===== src/rtl/muldiv_issue_ctrl.sv =====
// Issue-side controller for the mul/div unit: one-entry request holding register, credit-guarded result FIFO.
// Latency: request fires the cycle after capture at the earliest; results appear on wb_* the cycle after return.
// Backpressure: req_ready_o drops while a request is pending; fire waits for a free result credit and, for divides, fu_ready_i.
//
// Ports:
//   clk_i, rst_ni        clock, asynchronous active-low reset
//   flush_i              kills the pending request, in-flight multiplies and buffered results
//   req_*                issue-side request (valid/ready handshake)
//   fu_*                 request to the unit; fu_ready_i only gates divides
//   res_*                unit results; no backpressure towards the unit
//   wb_*                 writeback from the result FIFO head (valid/ready)
//   busy_o, proto_err_o  activity indicator, sticky unexpected/missing-result flag
module muldiv_issue_ctrl #(
    parameter int XLEN      = 64,
    parameter int OP_W      = 8,
    parameter int TID_W     = 3,
    parameter int MUL_LAT   = 2,
    parameter int RES_DEPTH = 4
) (
    input  logic             clk_i,
    input  logic             rst_ni,
    input  logic             flush_i,
    input  logic             req_valid_i,
    output logic             req_ready_o,
    input  logic             req_is_div_i,
    input  logic [OP_W-1:0]  req_op_i,
    input  logic [TID_W-1:0] req_tid_i,
    input  logic [XLEN-1:0]  req_a_i,
    input  logic [XLEN-1:0]  req_b_i,
    output logic             fu_valid_o,
    output logic [OP_W-1:0]  fu_op_o,
    output logic [TID_W-1:0] fu_tid_o,
    output logic [XLEN-1:0]  fu_a_o,
    output logic [XLEN-1:0]  fu_b_o,
    input  logic             fu_ready_i,
    input  logic             res_valid_i,
    input  logic [TID_W-1:0] res_tid_i,
    input  logic [XLEN-1:0]  res_data_i,
    output logic             wb_valid_o,
    input  logic             wb_ready_i,
    output logic [TID_W-1:0] wb_tid_o,
    output logic [XLEN-1:0]  wb_data_o,
    output logic             busy_o,
    output logic             proto_err_o
);

    localparam int PTR_W = $clog2(RES_DEPTH);
    // Wide enough for FIFO occupancy + every multiply stage + one divide.
    localparam int CNT_W = $clog2(RES_DEPTH + MUL_LAT + 2);

    typedef enum logic {
        EMPTY = 1'b0,
        PEND  = 1'b1
    } state_e;

    typedef struct packed {
        logic             is_div;
        logic [OP_W-1:0]  op;
        logic [TID_W-1:0] tid;
        logic [XLEN-1:0]  a;
        logic [XLEN-1:0]  b;
    } hold_t;

    typedef struct packed {
        logic [TID_W-1:0] tid;
        logic [XLEN-1:0]  data;
    } res_t;

    state_e               state_q, state_d;
    hold_t                hold_q, hold_d;
    logic [MUL_LAT-1:0]   live_q, live_d, killed_q, killed_d;
    logic                 div_inflight_q, div_inflight_d;
    logic                 proto_err_q, proto_err_d;
    res_t                 mem_q [RES_DEPTH];
    logic [PTR_W-1:0]     wptr_q, rptr_q;
    logic [PTR_W:0]       cnt_q;

    logic                 fire, mul_fire, div_fire, credit_ok;
    logic                 tap_live, tap_killed, tap_any;
    logic                 push, pop, div_done, missing, unexpected;
    logic [CNT_W-1:0]     used;

    // Every op that will return a result holds a credit until it leaves the FIFO,
    // so a returning result always finds a free slot.
    always_comb begin
        used = CNT_W'(cnt_q) + CNT_W'(div_inflight_q);
        for (int i = 0; i < MUL_LAT; i++) begin
            used = used + CNT_W'(live_q[i]);
        end
    end

    assign credit_ok   = used < CNT_W'(RES_DEPTH);
    assign fu_valid_o  = (state_q == PEND) && credit_ok && !flush_i;
    assign fire        = fu_valid_o && (!hold_q.is_div || (fu_ready_i && !div_inflight_q));
    assign mul_fire    = fire && !hold_q.is_div;
    assign div_fire    = fire && hold_q.is_div;
    assign req_ready_o = !flush_i && ((state_q == EMPTY) || fire);

    assign fu_op_o  = hold_q.op;
    assign fu_tid_o = hold_q.tid;
    assign fu_a_o   = hold_q.a;
    assign fu_b_o   = hold_q.b;

    // Holding register next state.
    always_comb begin
        state_d = state_q;
        hold_d  = hold_q;
        if (flush_i) begin
            state_d = EMPTY;
        end else if (req_valid_i && req_ready_o) begin
            state_d = PEND;
            hold_d  = '{is_div: req_is_div_i, op: req_op_i, tid: req_tid_i,
                        a: req_a_i, b: req_b_i};
        end else if (fire) begin
            state_d = EMPTY;
        end
    end

    always_ff @(posedge clk_i or negedge rst_ni) begin
        if (!rst_ni) begin
            state_q <= EMPTY;
            hold_q  <= '0;
        end else begin
            state_q <= state_d;
            hold_q  <= hold_d;
        end
    end

    assign tap_live   = live_q[MUL_LAT-1];
    assign tap_killed = killed_q[MUL_LAT-1];
    assign tap_any    = tap_live || tap_killed;

    // Multiply results win over divide results, matching the unit's output
    // arbitration; killed multiplies still occupy their slot in time.
    always_comb begin
        live_d      = '0;
        killed_d    = '0;
        live_d[0]   = mul_fire;
        for (int i = 1; i < MUL_LAT; i++) begin
            live_d[i]   = live_q[i-1] && !flush_i;
            killed_d[i] = killed_q[i-1] || (live_q[i-1] && flush_i);
        end

        push       = 1'b0;
        div_done   = 1'b0;
        unexpected = 1'b0;
        if (res_valid_i && !flush_i) begin
            if (tap_any) begin
                push = tap_live;
            end else if (div_inflight_q) begin
                push     = 1'b1;
                div_done = 1'b1;
            end else begin
                unexpected = 1'b1;
            end
        end
        missing = !res_valid_i && tap_any;

        div_inflight_d = div_inflight_q;
        if (flush_i) begin
            div_inflight_d = 1'b0;
        end else if (div_fire) begin
            div_inflight_d = 1'b1;
        end else if (div_done) begin
            div_inflight_d = 1'b0;
        end

        proto_err_d = proto_err_q || missing || unexpected;
    end

    always_ff @(posedge clk_i or negedge rst_ni) begin
        if (!rst_ni) begin
            live_q         <= '0;
            killed_q       <= '0;
            div_inflight_q <= 1'b0;
            proto_err_q    <= 1'b0;
        end else begin
            live_q         <= live_d;
            killed_q       <= killed_d;
            div_inflight_q <= div_inflight_d;
            proto_err_q    <= proto_err_d;
        end
    end

    // Result FIFO; pointers wrap naturally since the depth is a power of two.
    assign wb_valid_o = (cnt_q != '0);
    assign pop        = wb_valid_o && wb_ready_i;
    assign wb_tid_o   = mem_q[rptr_q].tid;
    assign wb_data_o  = mem_q[rptr_q].data;

    always_ff @(posedge clk_i or negedge rst_ni) begin
        if (!rst_ni) begin
            wptr_q <= '0;
            rptr_q <= '0;
            cnt_q  <= '0;
            for (int i = 0; i < RES_DEPTH; i++) begin
                mem_q[i] <= '0;
            end
        end else if (flush_i) begin
            wptr_q <= '0;
            rptr_q <= '0;
            cnt_q  <= '0;
        end else begin
            if (push) begin
                mem_q[wptr_q] <= '{tid: res_tid_i, data: res_data_i};
                wptr_q        <= wptr_q + 1'b1;
            end
            if (pop) begin
                rptr_q <= rptr_q + 1'b1;
            end
            cnt_q <= cnt_q + (PTR_W+1)'(push) - (PTR_W+1)'(pop);
        end
    end

    assign busy_o      = (state_q == PEND) || wb_valid_o || (|live_q) || (|killed_q) || div_inflight_q;
    assign proto_err_o = proto_err_q;

endmodule


===== config.mk =====
export PLATFORM = sky130hd
export DESIGN_NAME = muldiv_issue_ctrl
export DESIGN_NICKNAME = d
export VERILOG_FILES = /design/src/rtl/muldiv_issue_ctrl.sv
export SDC_FILE = /design/constraint.sdc
export NUM_CORES = 1
export LEC_CHECK = 0
export ABC_AREA = 1
export CAP_MARGIN = 20
export CORE_UTILIZATION = 41
export DETAILED_ROUTE_END_ITERATION = 16
export MAX_ROUTING_LAYER = met4
export PLACE_DENSITY = 0.74
export SYNTH_ARGS = -nofsm -noshare
export SYNTH_HDL_FRONTEND = slang
export SYNTH_SLANG_ARGS = --single-unit

===== constraint.sdc =====
create_clock -name clk_i -period 2.09 [get_ports clk_i]
set_input_delay 0.3135 -clock clk_i [delete_from_list [all_inputs] [get_ports clk_i]]
set_output_delay 0.3135 -clock clk_i [all_outputs]
set_load 0.01 [all_outputs]

# [After elaboration in Yosys (flattened, before gate mapping)]
# Cells that the tools add are included.
[totals] register_bits=421 in_bits=214 wordCells=96
[classes] addsub=7 n_lt_le_gt_ge=4 mux=25 bitwise=4 reduce_logical=35
[ops] op="$bwmux 268" count=1
[ops] op="$mux 67" count=3
[ops] op="$bmux 67 s2" count=1
[ops] op="$demux 67 s2" count=1
[ops] op="$logic_and 1x1->1" count=14
[ops] op="$mux 1" count=14
[ops] op="$add 3x1->3" count=4
[ops] op="$logic_or 1x1->1" count=9
[ops] op="$reduce_bool 3->1" count=3
[ops] op="$mux 2" count=4
[ops] op="$ge 3x3->1 const B" count=2
[ops] op="$not 2->3" count=2
[ops] op="$add 2x1->2 const B" count=2
[ops] op="$logic_not 1->1" count=4
[ops] op="$reduce_and 2->1" count=2
[ops] op="$reduce_bool 2->1" count=2
[ops] op="$lt 3x1->1 const B" count=1
[ops] op="$lt 3x3->1 const B" count=1
[ops] op="$mux 3" count=1
[ops] op="$sub 3x1->3" count=1
[ops] op="$not 1->1" count=2
[ops] op="$reduce_or 2->1" count=1

# [Depth between registers and ports, before layout]
# Gate-level depths: netlist of run 1.
[depth] ltp_word=12 depth_mapped=12

# [Worst setup path before layout of run 1]
# OpenSTA, ideal clock, no wires.
[synth_path] path_kind="reg-to-reg" from="register live_q[0]" to="register hold_q, in the netlist fu_a_o[37]" t_arrival_ns=2.018 setup_slack_ns=-0.045 stages_incl_launch_ff=13 path_buffers=2 period_less_slack_ns=2.135 path_cell_list="dfrtp_1 > fa_1 > ha_1 > nand3_1 > nand2_1 > nand2_1 > nand4_1 > nand2_2 > nand3_2 > buf_4 > buf_2 > nand2_1 > nand2_1"
[synth_between] elab_chain_cells=10
[synth_lines] element="start, declared" line_no="71" text="logic [MUL_LAT-1:0] live_q, live_d, killed_q, killed_d;"
[synth_lines] element="start signal, assigned" line_no="178" text="live_q <= live_d;"
[synth_lines] element="$add 3x1->3 (2 in a row)" line_no="88" text="used = used + CNT_W'(live_q[i]);"
[synth_lines] element="$lt 3x3->1" line_no="92" text="assign credit_ok = used < CNT_W'(RES_DEPTH);"
[synth_lines] element="$logic_and 1x1->1 (2 in a row)" line_no="93" text="assign fu_valid_o = (state_q == PEND) && credit_ok && !flush_i;"
[synth_lines] element="$logic_and 1x1->1" line_no="94" text="assign fire = fu_valid_o && (!hold_q.is_div || (fu_ready_i && !div_inflight_q));"
[synth_lines] element="$logic_or 1x1->1" line_no="97" text="assign req_ready_o = !flush_i && ((state_q == EMPTY) || fire);"
[synth_lines] element="$logic_and 1x1->1" line_no="97"
[synth_lines] element="$logic_and 1x1->1" line_no="110" text="end else if (req_valid_i && req_ready_o) begin"
[synth_lines] element="$reduce_and 2->1 (no line)"
[synth_lines] element="end signal, assigned" line_no="125" text="hold_q <= hold_d;"
[synth_lines] element="end, declared" line_no="70" text="hold_t hold_q, hold_d;"
# Every way passes these cells.
# A chain may end at the register's enable or synchronous reset.

# [Final worst setup path of run 1]
[layout_path] from="register live_q[0]" to="output req_ready_o"
[layout_between] elab_chain_cells=8
[layout_lines] element="$add 3x1->3 (2 in a row)" line_no="88"
[layout_lines] element="$lt 3x3->1" line_no="92"
[layout_lines] element="$logic_and 1x1->1 (2 in a row)" line_no="93"
[layout_lines] element="$logic_and 1x1->1" line_no="94"
[layout_lines] element="$logic_or 1x1->1" line_no="97"
[layout_lines] element="$logic_and 1x1->1" line_no="97"
[layout_lines] element="end, declared" line_no="24" text="output logic req_ready_o,"
# Every way passes these cells.

==> results of run 1 <==
[sequential cells by signal, indices dropped and copies added (netlist names)]
signal and flops:
mem_q 268, fu_a_o 64, fu_b_o 64, fu_op_o 8, cnt_q 3, fu_tid_o 3, live_q 2, rptr_q 2
wptr_q 2, div_inflight_q 1, hold_q 1, killed_q 1, proto_err_o 1, state_q 1
[through the flow]
step / worst slack, ps / cell area (um2)
5_1_grt: -564 / 30100
3_3_place_gp: -389 / 24200
2_1_floorplan: 7.16 / 20000
3_5_place_dp: -351 / 24200
4_1_cts: -503 / 27500
6_report: -482 / 30100
[layout by cell type, fill, tap and decap left out, drive strengths merged]
cell             n
dlygate4sd3      1
clkdlybuf4s50  351
o21ai          139
mux2           268
clkinv           7
inv             27
nand3            9
bufinv           1
buf            267
ha               8
clkbuf         102
a21oi            4
fa               2
nor2           153
nand2          294
o22ai           67
dfrtp          421
nand4          142
diode           13
dlymetal6s2s     1
[area by class of cell]
class | count | area share
Sequential cell | 421 | 0.350
Multi-Input combinational cell | 1086 | 0.312
Timing Repair Buffer | 647 | 0.259
Clock buffer | 75 | 0.0462
Tap cell | 615 | 0.0255
Inverter | 27 | 0.00394
Clock inverter | 8 | 0.00228
Antenna cell | 13 | 0.00108
[timing repair]
action | CTS | global route
endpoints found under the setup margin | 211 | 213
hold buffers | 1 | 0
pin swaps | 60 | 116
gates cloned | 35 | 36
resized for setup | 575 | 532
buffers inserted | 61 | 43
hold endpoints to repair | 37 | 0
[power breakdown]
part | switching [mW] | internal [mW]
registers | 1.06 | 9.45
clock network | 3.37 | 4.65
logic | 6.34 | 6.98
total | 10.8 | 21.1
[per-layer routing]
layer	up-vias	GRT usage	part of all wire	wire length, um
li1	6963	-	-	-
met1	8166	0.298	0.35	25400
met2	787	0.435	0.51	37000
met3	248	0.0633	0.078	5640
met4	0	0.140	0.055	3990
met5	-	-	0	0
[cell families after synthesis]
kind of cell             after synthesis  synth area share
buffers and inverters                300            0.0996
adder cells (fa/ha/maj)               10           0.00701
multiplexers                         268             0.174
flip-flops                           421             0.527
AND/OR/NAND/NOR                      598             0.135
AO/OA/AOI/OAI                        210            0.0573
[worst min-delay path, stage by stage]
cell and delay [ps]:
buf_4 200, nand4_1 120, nand2_1 50
[path summary, 6_finish.rpt]
check                               to  cells after the start
max reg2reg                 fu_b_o[50]                     13
min reg2reg                 fu_b_o[16]                      2
max                        req_ready_o                      7
min                         fu_b_o[59]                      3
min in group asynchronous    mem_q[49]                      2
max in group asynchronous   mem_q[253]                      4
==> results.yml, run 1 <==
worst_setup_path:
  cp_cell_sequence: "fa_2 > ha_4 > nand3_4 > nand3_2 > nand4_1 > a21oi_2 > buf_2"
  worstPathArrival_ps: 2260
  start_kind: "flip-flop"
  crit_fanout: 2
  r2r_start: "live_q[0]"
  reg2reg_slack_ps: -450
  crit_start: "live_q[0]"
  critPathBufInv: 1
  cpMaxStageDelayCell: "fa_2"
  path_class: "flip-flop to output port"
  endpoint_kind: "output port"
  slowest_delay_ps: 410
  critical_path.top_delay_family: "adder cells"
  required_ps: 1780
sta:
  worst_pin_slew_ps: 498
  finalCritPeriodShare: 1.23
  fmaxAchievable_mhz: 389
  fin_worst_skew_ps: 15.6
  final.setup.tns_ps: -69910
  finalSetupViolations: 211
  maxSlewHeadroom: 0.668
  fin_ws_ps: -482
  finalCriticalPeriod_ps: 2570
  rsz0062_at_grt: "yes"
  whs_ps: 156
  drv_slew: 0
  hold_viol: 0
logic_synthesis:
  ys_seq_area_frac: 0.527
  synthCells: 1807
  async_flop_share: 1.00
  ys_top_cells_by_area: "dfrtp_1 (53%), mux2_4 (9.0%), mux2_2 (8.3%)"
  synthDistinctLibCells: 26
  synth_warnings: 0
  synth_flop_cell: "dfrtp_1"
  synth_common_cells: "dfrtp_1 (421), nand2_1 (292), buf_4 (153)"
  netlist_area_mm2: 0.0200
  synth_enable_flop_cells: 0
  synth_top_area_cell: "dfrtp_1"
  ys_seq_elements: 421
  synth_area_per_cell_um2: 11.1
  yosysTopAreaCellShare: 0.527
  synth.most_common_cell: "dfrtp_1"
  syn-num-nets: 2031
cells_and_area:
  syn2layout_area_growth_pct: 50.8
  drive_gt1_frac: 0.462
  fill_cells: 3397
  fin_util: 0.629
  seqCellArea_mm2: 0.0105
  fin_cells: 2892
  multiInputGateArea_mm2: 0.00941
  nets: 2453
job:
  maxCapViolations: 0
placed_design:
  placed_cells: 2652
  routabilityCongestion: 0.850
  hpwl_um: 37500
  portBuffers: 424
clocking:
  clk_pin_slew_worst_paths_ps: 60
  root_buffer: "clkbuf_16"
  numCtsBuffers: 46
  clock_path_buffers: 3
  clk_latency_ps: 580
  tritoncts: "done"
  cts_max_level: 2
  clock_sinks: 421
min_path:
  hold_class: "input port to flip-flop"
  min-delay-start: "req_valid_i"
routing:
  via_per_inst: 5.59
  drt_wl_total_um: 72000
  drt_iter0_markers: 1173
  vias: 16200
  drt_first_pass_iters: 5
  antenna_left: 0
  routedWlPerCell_um: 24.9
  drc: 0
grt:
  grt-ovfl-total: 0
  grt_util_all_layers: 0.265
  grt_antenna_before_repair: 13
  grt_pass1_vias: 16500
  grt_max_degree: 88
  grt_pass1_wl_um: 98100
floorplanning:
  placementRows: 80
  initial_utilization: 0.417
  die_y_um: 223
  die_area_mm2: 0.0496
  core_area_mm2: 0.0479
  die_w_um: 223
  ios: 425
pwr:
  power.density_mw_per_mm2: 1060
  leakage_nw: 14.0
  ir_drop_mv: 0.585
  power_mw: 31.9
outcome:
  violations: "setup timing"
  status: "finished, violations left"
Power figures use the tool's default switching activity.
==> run 2: changes to the inputs <==
--- a/config.mk
+++ b/config.mk
@@ -11,6 +11,7 @@
 export DETAILED_ROUTE_END_ITERATION = 16
 export MAX_ROUTING_LAYER = met4
 export PLACE_DENSITY = 0.74
+export SLEW_MARGIN = 0
 export SYNTH_ARGS = -nofsm -noshare
 export SYNTH_HDL_FRONTEND = slang
 export SYNTH_SLANG_ARGS = --single-unit
==> results of run 2 <==
The final DEF is identical to that of run 1; final timing and power are the same.
